$ cat config.mk
export PLATFORM = sky130hd
export DESIGN_NAME = uart_tx_engine
export DESIGN_NICKNAME = d
export VERILOG_FILES = /design/src/rtl/uart_tx_engine.sv
export SDC_FILE = /design/constraint.sdc
export NUM_CORES = 1
export LEC_CHECK = 0
export BUFFER_PORTS_ARGS = -buffer_cell sky130_fd_sc_hd__buf_2
export CORE_ASPECT_RATIO = 0.6
export CORE_MARGIN = 2
export CORE_UTILIZATION = 35
export CTS_CLUSTER_DIAMETER = 40
export DETAILED_ROUTE_END_ITERATION = 8
export GPL_TIMING_DRIVEN = 0
export HOLD_SLACK_MARGIN = 0.05
export PLACE_DENSITY = 0.5
export SLEW_MARGIN = 20
export SYNTH_ARGS = -nofsm -noshare
export SYNTH_HDL_FRONTEND = slang
export SYNTH_SLANG_ARGS = --single-unit
$ cat constraint.sdc
create_clock -name wb_clock -period 4.7 [get_ports wb_clock]
set_clock_uncertainty 0.2 [all_clocks]
set_input_delay 0.47 -clock wb_clock [delete_from_list [all_inputs] [get_ports wb_clock]]
set_output_delay 0.47 -clock wb_clock [all_outputs]
set_load 0.05 [all_outputs]
$ cat src/rtl/uart_tx_engine.sv
`timescale 1ns/1ps
// uart_tx_engine
//   One UART transmit channel: a write-side FIFO feeding a serialiser with
//   runtime-selectable word format (5-8 data bits, optional odd/even parity,
//   1 or 2 stop bits), CTS flow control, break generation and a FIFO-level
//   threshold flag.
// Ports
//   wb_clock        : clock, all logic on the rising edge
//   wb_rst_i        : asynchronous active-low reset
//   cfg_divisor     : bit period = cfg_divisor+1 clocks
//   cfg_data_bits   : 00=5, 01=6, 10=7, 11=8 data bits
//   cfg_parity_en   : append a parity bit
//   cfg_parity_even : 1 = even parity, 0 = odd parity
//   cfg_stop2       : two stop bits
//   wr_valid/wr_data/wr_ready : byte write handshake (wr_ready = not full)
//   flush_i         : synchronous FIFO clear (frame in flight continues)
//   cts_i           : clear to send, sampled only when a frame may start
//   brk_i           : hold the line low (break) once the line is idle
//   tx_o            : serial output, idle high
//   busy_o          : a frame or break is in progress
//   fifo_level      : number of bytes held
//   thr_o           : fifo_level <= THRESH
module uart_tx_engine #(
  parameter int FIFO_DEPTH = 16,
  parameter int DIV_WIDTH  = 16,
  parameter int THRESH     = 4
) (
  input  logic                        wb_clock,
  input  logic                        wb_rst_i,
  input  logic [DIV_WIDTH-1:0]        cfg_divisor,
  input  logic [1:0]                  cfg_data_bits,
  input  logic                        cfg_parity_en,
  input  logic                        cfg_parity_even,
  input  logic                        cfg_stop2,
  input  logic                        wr_valid,
  input  logic [7:0]                  wr_data,
  output logic                        wr_ready,
  input  logic                        flush_i,
  input  logic                        cts_i,
  input  logic                        brk_i,
  output logic                        tx_o,
  output logic                        busy_o,
  output logic [$clog2(FIFO_DEPTH):0] fifo_level,
  output logic                        thr_o
);

  localparam int PTR_W = $clog2(FIFO_DEPTH);
  localparam logic [PTR_W:0]     LVL_FULL = FIFO_DEPTH[PTR_W:0];
  localparam logic [PTR_W:0]     LVL_THR  = THRESH[PTR_W:0];
  localparam logic [PTR_W:0]     LVL_ONE  = {{PTR_W{1'b0}}, 1'b1};
  localparam logic [PTR_W-1:0]   PTR_ONE  = {{(PTR_W-1){1'b0}}, 1'b1};
  localparam logic [DIV_WIDTH-1:0] CNT_ONE = {{(DIV_WIDTH-1){1'b0}}, 1'b1};

  typedef enum logic [2:0] {
    S_IDLE, S_START, S_DATA, S_PARITY, S_STOP, S_BREAK
  } state_t;

  // FIFO storage and bookkeeping
  logic [7:0]     r_mem [FIFO_DEPTH];
  logic [PTR_W-1:0] r_wptr, r_rptr;
  logic [PTR_W:0] r_count;

  // Serialiser state, all latched at frame start
  state_t               r_state, w_state_next;
  logic [DIV_WIDTH-1:0] r_cnt, r_div;
  logic [7:0]           r_shift;
  logic [2:0]           r_bit_idx, r_last_idx;
  logic                 r_par_en, r_parity, r_stop_more;
  logic                 r_tx, r_busy;

  logic       w_push, w_pop, w_brk_enter, w_launch, w_tick, w_tx_next;
  logic [7:0] w_head, w_mask;

  assign wr_ready   = (r_count != LVL_FULL);
  assign fifo_level = r_count;
  assign thr_o      = (r_count <= LVL_THR);
  assign tx_o       = r_tx;
  assign busy_o     = r_busy;

  // A push in the same cycle as flush is discarded.
  assign w_push = wr_valid & wr_ready & ~flush_i;
  assign w_head = r_mem[r_rptr];
  // Keep only the configured number of data bits for the parity sum.
  assign w_mask = 8'hFF >> (~cfg_data_bits);
  assign w_tick = (r_cnt == '0);

  // NOTE: FIFO storage has no reset; every location is written before it is
  // read, and leaving it out lets the array map onto plain RAM/regfile cells.
  always_ff @(posedge wb_clock) begin
    if (w_push) r_mem[r_wptr] <= wr_data;
  end

  // NOTE: sequential state uses non-blocking assignments only, so every
  // register samples values from before the edge regardless of block order.
  always_ff @(posedge wb_clock or negedge wb_rst_i) begin
    if (!wb_rst_i) begin
      r_wptr  <= '0;
      r_rptr  <= '0;
      r_count <= '0;
    end else if (flush_i) begin
      r_wptr  <= '0;
      r_rptr  <= '0;
      r_count <= '0;
    end else begin
      if (w_push) r_wptr <= r_wptr + PTR_ONE;
      if (w_pop)  r_rptr <= r_rptr + PTR_ONE;
      case ({w_push, w_pop})
        2'b10:   r_count <= r_count + LVL_ONE;
        2'b01:   r_count <= r_count - LVL_ONE;
        default: r_count <= r_count;
      endcase
    end
  end

  // NOTE: every signal written here gets a default first, so no path through
  // the case leaves one unassigned and no latch is inferred.
  always_comb begin
    w_state_next = r_state;
    w_pop        = 1'b0;
    w_brk_enter  = 1'b0;
    w_launch     = 1'b0;
    w_tx_next    = 1'b1;
    case (r_state)
      S_IDLE:  w_launch = 1'b1;
      S_START: begin
        w_tx_next = 1'b0;
        if (w_tick) w_state_next = S_DATA;
      end
      S_DATA: begin
        w_tx_next = r_shift[0];
        if (w_tick && (r_bit_idx == r_last_idx))
          w_state_next = r_par_en ? S_PARITY : S_STOP;
      end
      S_PARITY: begin
        w_tx_next = r_parity;
        if (w_tick) w_state_next = S_STOP;
      end
      S_STOP: begin
        // The end of the last stop period makes the same start decision as
        // IDLE, so queued frames follow with no idle gap.
        if (w_tick && !r_stop_more) begin
          w_state_next = S_IDLE;
          w_launch     = 1'b1;
        end
      end
      S_BREAK: begin
        w_tx_next = 1'b0;
        if (!brk_i) w_state_next = S_STOP;
      end
      default: w_state_next = S_IDLE;
    endcase
    if (w_launch) begin
      if (brk_i) begin
        w_state_next = S_BREAK;
        w_brk_enter  = 1'b1;
      end else if ((r_count != '0) && cts_i) begin
        w_state_next = S_START;
        w_pop        = 1'b1;
      end
    end
  end

  always_ff @(posedge wb_clock or negedge wb_rst_i) begin
    if (!wb_rst_i) begin
      r_state     <= S_IDLE;
      r_cnt       <= '0;
      r_div       <= '0;
      r_shift     <= '0;
      r_bit_idx   <= '0;
      r_last_idx  <= '0;
      r_par_en    <= 1'b0;
      r_parity    <= 1'b0;
      r_stop_more <= 1'b0;
      r_tx        <= 1'b1;
      r_busy      <= 1'b0;
    end else begin
      r_state <= w_state_next;
      // Line and busy follow the state one clock later, so every bit
      // period on tx_o is exactly r_div+1 clocks.
      r_tx    <= w_tx_next;
      r_busy  <= (r_state != S_IDLE);

      if (r_state inside {S_START, S_DATA, S_PARITY, S_STOP}) begin
        r_cnt <= w_tick ? r_div : r_cnt - CNT_ONE;
        if (w_tick && (r_state == S_DATA)) begin
          r_shift   <= r_shift >> 1;
          r_bit_idx <= r_bit_idx + 3'd1;
        end
        if (w_tick && (r_state == S_STOP)) r_stop_more <= 1'b0;
      end

      // Break is followed by exactly one stop period.
      if (r_state == S_BREAK) begin
        r_cnt       <= r_div;
        r_stop_more <= 1'b0;
      end
      if (w_brk_enter) r_div <= cfg_divisor;

      if (w_pop) begin
        r_shift     <= w_head;
        r_cnt       <= cfg_divisor;
        r_div       <= cfg_divisor;
        r_bit_idx   <= '0;
        r_last_idx  <= 3'd4 + {1'b0, cfg_data_bits};
        r_par_en    <= cfg_parity_en;
        r_parity    <= (^(w_head & w_mask)) ^ ~cfg_parity_even;
        r_stop_more <= cfg_stop2;
      end
    end
  end

endmodule

After elaboration in Yosys (flattened, before gate mapping)
Memory sizes are Yosys's and may differ from the RTL's.
Index checks and enable logic that the tools add are counted.
{ "totals": {"register_bits": 67, "ramBits": 128, "inputBits": 35, "elab_cells": 105, "n_memories": 1} }
{ "mem_list": {"columns": ["name", "depth", "word_bits", "rd", "rd_clocked_by_memory_dff", "wr", "line_no", "rtl"], "rows": [
  ["r_mem", 16, 8, 1, 0, 1, "59", "logic [7:0] r_mem [FIFO_DEPTH];"]
]} }
{ "op_classes": {"n_addsub": 7, "n_lt_le_gt_ge": 1, "n_eq_ne": 9, "shifts": 1, "n_mux": 42, "n_bitwise": 7, "n_reduce_logical": 23} }
{ "op_table": {"columns": ["operator", "count"], "rows": [
  ["16-bit 2-to-1 mux", 6],
  ["3-bit 2-to-1 mux", 12],
  ["8-bit 2-to-1 mux", 3],
  ["3-bit one-hot mux with 6 select lines", 1],
  ["16-bit zero test", 1],
  ["4-bit 2-to-1 mux", 4],
  ["16-bit by 1-bit subtractor with 16-bit output (second input constant)", 1],
  ["1-bit 2-to-1 mux", 12],
  ["3-bit nonzero test", 4],
  ["5-bit one-hot mux with 2 select lines", 1],
  ["2-bit nonzero test", 5],
  ["4-bit by 1-bit adder with 4-bit output (second input constant)", 2],
  ["8-bit bitwise AND", 1],
  ["8-bit XOR reduction", 1],
  ["8-bit by 2-bit >> shifter with 8-bit output (first input constant)", 1],
  ["3-bit by 2-bit equality test with 1-bit output (second input constant)", 2],
  ["3-bit equality test (second input constant)", 2],
  ["5-bit by 1-bit adder with 5-bit output (second input constant)", 1],
  ["5-bit by 3-bit <= comparator with 1-bit output (second input constant)", 1],
  ["1-bit logical AND", 5],
  ["5-bit 2-to-1 mux", 1],
  ["5-bit inequality test (second input constant)", 1],
  ["5-bit nonzero test", 1],
  ["5-bit by 1-bit subtractor with 5-bit output (second input constant)", 1],
  ["17 further kinds", 20]
]} }

Longest topological paths before layout
{ "logic_depth": {"ltp_word": 8, "mapped_depth": 15} }

Least setup slack after synthesis
No wires, ideal clock.
{ "synth_path": {"kind": "register -> register", "start": "reg r_count[1], in the netlist fifo_level[1]", "end": "reg r_count[4], in the netlist fifo_level[4]", "arrival_ns": 3.126, "t_required_ns": 4.368, "path_slack_ns": 1.242, "stages_incl_launch_ff": 14, "n_path_buf": 1, "synth_period_minus_slack_ns": 3.458, "cell_sequence": "dfrtp_1 > clkbuf_1 > nor4_1 > nand2_1 > nand2_1 > nor2_1 > and2b_1 > xor2_1 > ha_1 > or3_1 > a21oi_1 > a22o_1 > xnor2_1 > nor2_1"} }
{ "synth_between": {"elab_cells_between_ends": 15, "cone_classes": "add/sub (2); eq/ne (3); mux (5); bitwise (2); reduce/logical (3)"} }
{ "synth_lines": {"columns": ["item", "line_no", "rtl"], "rows": [
  ["start, declared", "61", "logic [PTR_W:0] r_count;"],
  ["start signal, assigned", "108", "2'b10: r_count <= r_count + LVL_ONE;"],
  ["start signal, assigned", "109", "2'b01: r_count <= r_count - LVL_ONE;"],
  ["start signal, assigned", "110", "default: r_count <= r_count;"],
  ["5-bit inequality test *", "74", "assign wr_ready = (r_count != LVL_FULL);"],
  ["via wr_ready", "37", "output logic wr_ready,"],
  ["1-bit bitwise AND * (2 in a row)", "81", "assign w_push = wr_valid & wr_ready & ~flush_i;"],
  ["2-bit by 1-bit equality test with 1-bit output or 2-bit equality test (tied branches)", "107", "case ({w_push, w_pop})"],
  ["5-bit one-hot mux with 2 select lines", "107", null],
  ["5-bit 2-to-1 mux", "100", "end else if (flush_i) begin"]
]} }
Mark *: on every way through the listed nets, which the timed path passes. The rest lies on a longest branch.
A chain may end at the register's enable or synchronous reset.

Worst setup path in the final report
{ "layout_path": {"start": "reg r_cnt[0]", "end": "reg r_count[4], in the netlist fifo_level[4]"} }
{ "layout_between": {"elab_chain_len": 8, "elab_cells_between_ends": 10, "cone_classes": "eq/ne (2); mux (5); reduce/logical (3)"} }
{ "layout_rtl": {"columns": ["item", "line_no", "rtl"], "rows": [
  ["start, declared", "65", "logic [DIV_WIDTH-1:0] r_cnt, r_div;"],
  ["start signal, assigned", "184", "r_cnt <= w_tick ? r_div : r_cnt - CNT_ONE;"],
  ["start signal, assigned", "194", "r_cnt <= r_div;"],
  ["start signal, assigned", "201", "r_cnt <= cfg_divisor;"],
  ["16-bit zero test *", "85", "assign w_tick = (r_cnt == '0);"],
  ["1-bit logical AND *", "141", "if (w_tick && !r_stop_more) begin"],
  ["1-bit 2-to-1 mux *", "141", null],
  ["1-bit one-hot mux with 2 select lines *", "123", "case (r_state)"],
  ["1-bit 2-to-1 mux *", "152", "if (w_launch) begin"],
  ["2-bit by 1-bit equality test with 1-bit output or 2-bit equality test (tied branches)", "107", null],
  ["5-bit one-hot mux with 2 select lines", "107", null],
  ["5-bit 2-to-1 mux", "100", null]
]} }
Mark *: on every way between the ends. The rest lies on a longest branch, timed or not.

==> results.toml <==
[clock_tree]
h-tree-depth = 4
path_clk_slew_ns = 0.07
clk_path_buf_depth = 2
numClockSinks = 195
cts_buffers = 17
cts_tree = "done"
cts_root_buffer = "clkbuf_16"
post_cts_buffers = 0
clkLatencyLatePin_ns = 0.44

[final_layout]
final_cell_mix = "128 x edfxtp_1, 66 x dfrtp_1, 60 x nand2_1, 50 x buf_2, 41 x o21ai_0"
drive_gt1_share_pct = 20.3
antenna_cells = 0
stdcell_count = 1038
final_common_cell = "edfxtp_1"
fin_nets = 747
area_delta_synth_final_pct = 16.3

[placement]
place_inst = 992
gp_congestion = 0.820
place_ws_ns = 0.467
io_buffer_count = 43
hpwl_um = 15900

[detailed_routing]
ant_nets = 0
routed_wl_um = 22300
drt_pass1_iterations = 5
vias_per_cell = 5.34
drt_iter0_drc = 571
vias = 5547
wl_per_cell_um = 21.5
drc_errors = 0

[logic_synthesis]
synthFlopType = "edfxtp_1"
yosysWarnings = 0
syn_area_um2 = 8650
synth_enable_flop_cells = 128
yosysUniqueCellTypes = 57
syn_inst = 622
postSynthAreaPerCell_um2 = 13.9
seq_area_frac_synth_pct = 63.8
ys_seq_elements = 195
synth-async-reset-ratio_pct = 34.4
syn-num-nets = 666

[power_and_ir_drop]
p_leak_uw = 0.00357
total_power_uw = 3770
p_per_area_nw_per_um2 = 374
peakVddDrop_uv = 260

[grt]
grt.total_usage_pct = 18.1
grt_start_max_net_pins = 50
antenna_found_initial = 0
use_met1_pct = 30.5
grt_pass1_vias = 5457
grt_use_met3_pct = 3.83
use_met2_pct = 22.8
grt_first_pass_wirelength_um = 33900
gr-total-overflow = 0
busiest_layer = "met1"

[setup_path]
worstPathArrival_ns = 4.34
worst_setup_path_start_kind = "flip-flop"
r2r-end = "fifo_level[4]"
regToRegSetupSlack_ns = 0.46
end_kind = "flip-flop"
cp.required_ns = 4.80
setup.worst_path.class = "reg -> reg"
r2r-start = "r_cnt[0]"
crit_start = "r_cnt[0]"
worstSetupEndpoint = "fifo_level[4]"
rr_worst_depth = 15
cp_max_fo = 10

[worst_hold_path]
hp-class = "in -> reg"
holdPathStages = 3

[timing]
holdWs_ns = 0.0694
layout_setup_ws_ns = 0.460
period_needed_ns = 4.24
drv_slew = 0
final_hold_viol_count = 0
tightestPinTransition_ns = 1.10
setup_violations = 0
finalSetupTns_ns = 0
slew-limit-headroom_pct = 26.6
period_share_pct = 90.2
rsz0062_at_grt = "no"
clock.fmax_ghz = 0.236

[floorplan]
die_width_um = 207
start_util_pct = 35.7
rows = 44
core_area_um2 = 24200
io_pins = 44
die_h_um = 126
die_area_um2 = 26000

[flow_run]
maxCapViolCount = 0

[outcome]
status = "completed"
==> final cells by class <==
type                            instances  area (µm²)
Multi-Input combinational cell        381        2950
Buffer                                 36         180
Clock buffer                           17         425
Fill cell                            2262       14200
Sequential cell                       195        5520
Timing Repair Buffer                   62         415
Tap cell                              322         403
Clock inverter                         15         130
Inverter                               10        37.5
==> worst min-delay path by stage <==
stage | startpoint | to | slack [ns]
6_report | cfg_divisor[0] | r_cnt[0] | 0.07
5_1_grt | cfg_divisor[3] | r_cnt[3] | 0.07
4_1_cts | cfg_divisor[3] | r_cnt[3] | 0.05
3_5_place_dp | wb_rst_i | fifo_level[0] | 0.18
3_3_place_gp | r_shift[1] | r_shift[0] | 0.27
2_1_floorplan | wb_rst_i | busy_o | -0.03
==> synth_stat cells (3+ instances only) <==
cell | instances | share of area, %
a22oi_1 | 9 | 0.78
and2_1 | 3 | 0.22
dfrtp_1 | 66 | 19
inv_1 | 10 | 0.43
nand2_1 | 60 | 2.6
edfxtp_1 | 128 | 44
mux2_2 | 19 | 2.5
o21ai_0 | 41 | 2.4
xor2_1 | 16 | 1.6
a31oi_1 | 3 | 0.22
a211oi_1 | 4 | 0.35
nor3_1 | 14 | 0.81
or3_1 | 6 | 0.43
clkbuf_1 | 19 | 0.82
o22ai_1 | 4 | 0.29
mux4_1 | 9 | 2.7
xnor2_1 | 8 | 0.81
nor2_1 | 41 | 1.8
buf_2 | 8 | 0.46
buf_1 | 4 | 0.17
a21oi_1 | 24 | 1.4
mux4_2 | 16 | 4.2
a221oi_1 | 12 | 1.2
nand3_1 | 7 | 0.40
nor2b_1 | 3 | 0.22
a21o_1 | 5 | 0.43
buf_4 | 3 | 0.26
nand2b_1 | 5 | 0.36
nor4_1 | 4 | 0.29
mux2i_1 | 28 | 3.2
ha_1 | 9 | 1.3
==> logic make-up after synthesis <==
kind of cell	share of synthesized area, %
buffers and inverters	2.52
adders and majority gates	1.30
and+or+nand+nor	8.55
muxes	12.6
xor gates and xnor gates	2.69
DFF	63.8
AOI/OAI and AO/OA	8.49
==> sequential cells by signal, indices dropped and copies added (netlist names) <==
name and count:
busy_o 1, fifo_level 5, r_bit_idx 3, r_cnt 16
r_div 16, r_last_idx 3, r_mem 128, r_par_en 1
r_parity 1, r_rptr 4, r_shift 8, r_state 3
r_stop_more 1, r_wptr 4, tx_o 1
==> metal layers <==
| layer | wire, µm | vias to the layer above |
|---|---|---|
| met3 | 1730 | 13 |
| met4 | 219 | 0 |
| li1 | - | 2519 |
| met2 | 8640 | 195 |
| met1 | 11700 | 2820 |
| met5 | 0 | - |
==> power by group <==
part           leakage [µW]  internal [µW]  switching, µW  total, µW
Sequential          0.00197           1920            101       2030
Clock              0.000263            734            668       1400
Combinational       0.00134            156            184        340
==> critical path, stage by stage (launching register included) <==
cell	delay (ns)
dfrtp_1	0.42
inv_1	0.07
ha_1	0.20
or3b_2	0.52
nor4_2	0.40
a31oi_1	0.27
nor3_1	0.35
buf_2	0.35
and2b_1	0.23
xor2_1	0.08
ha_1	0.23
or3_1	0.31
a21oi_1	0.15
a22o_1	0.15
xnor2_1	0.11
nor2_1	0.06
==> stage by stage <==
stage,util (%),cell area (µm²)
6_report,41.5,10100
4_1_cts,41.5,10100
5_1_grt,41.5,10100
2_1_floorplan,-,8650
3_3_place_gp,38.3,9270
3_5_place_dp,38.6,9360
==> repair_timing <==
action	4_1_cts	5_1_grt
gates resized for setup	0	0
endpoints found under the hold margin	67	0
hold buffers	14	0
endpoints found under the setup margin	0	0
Power figures use the tool's default switching activity.
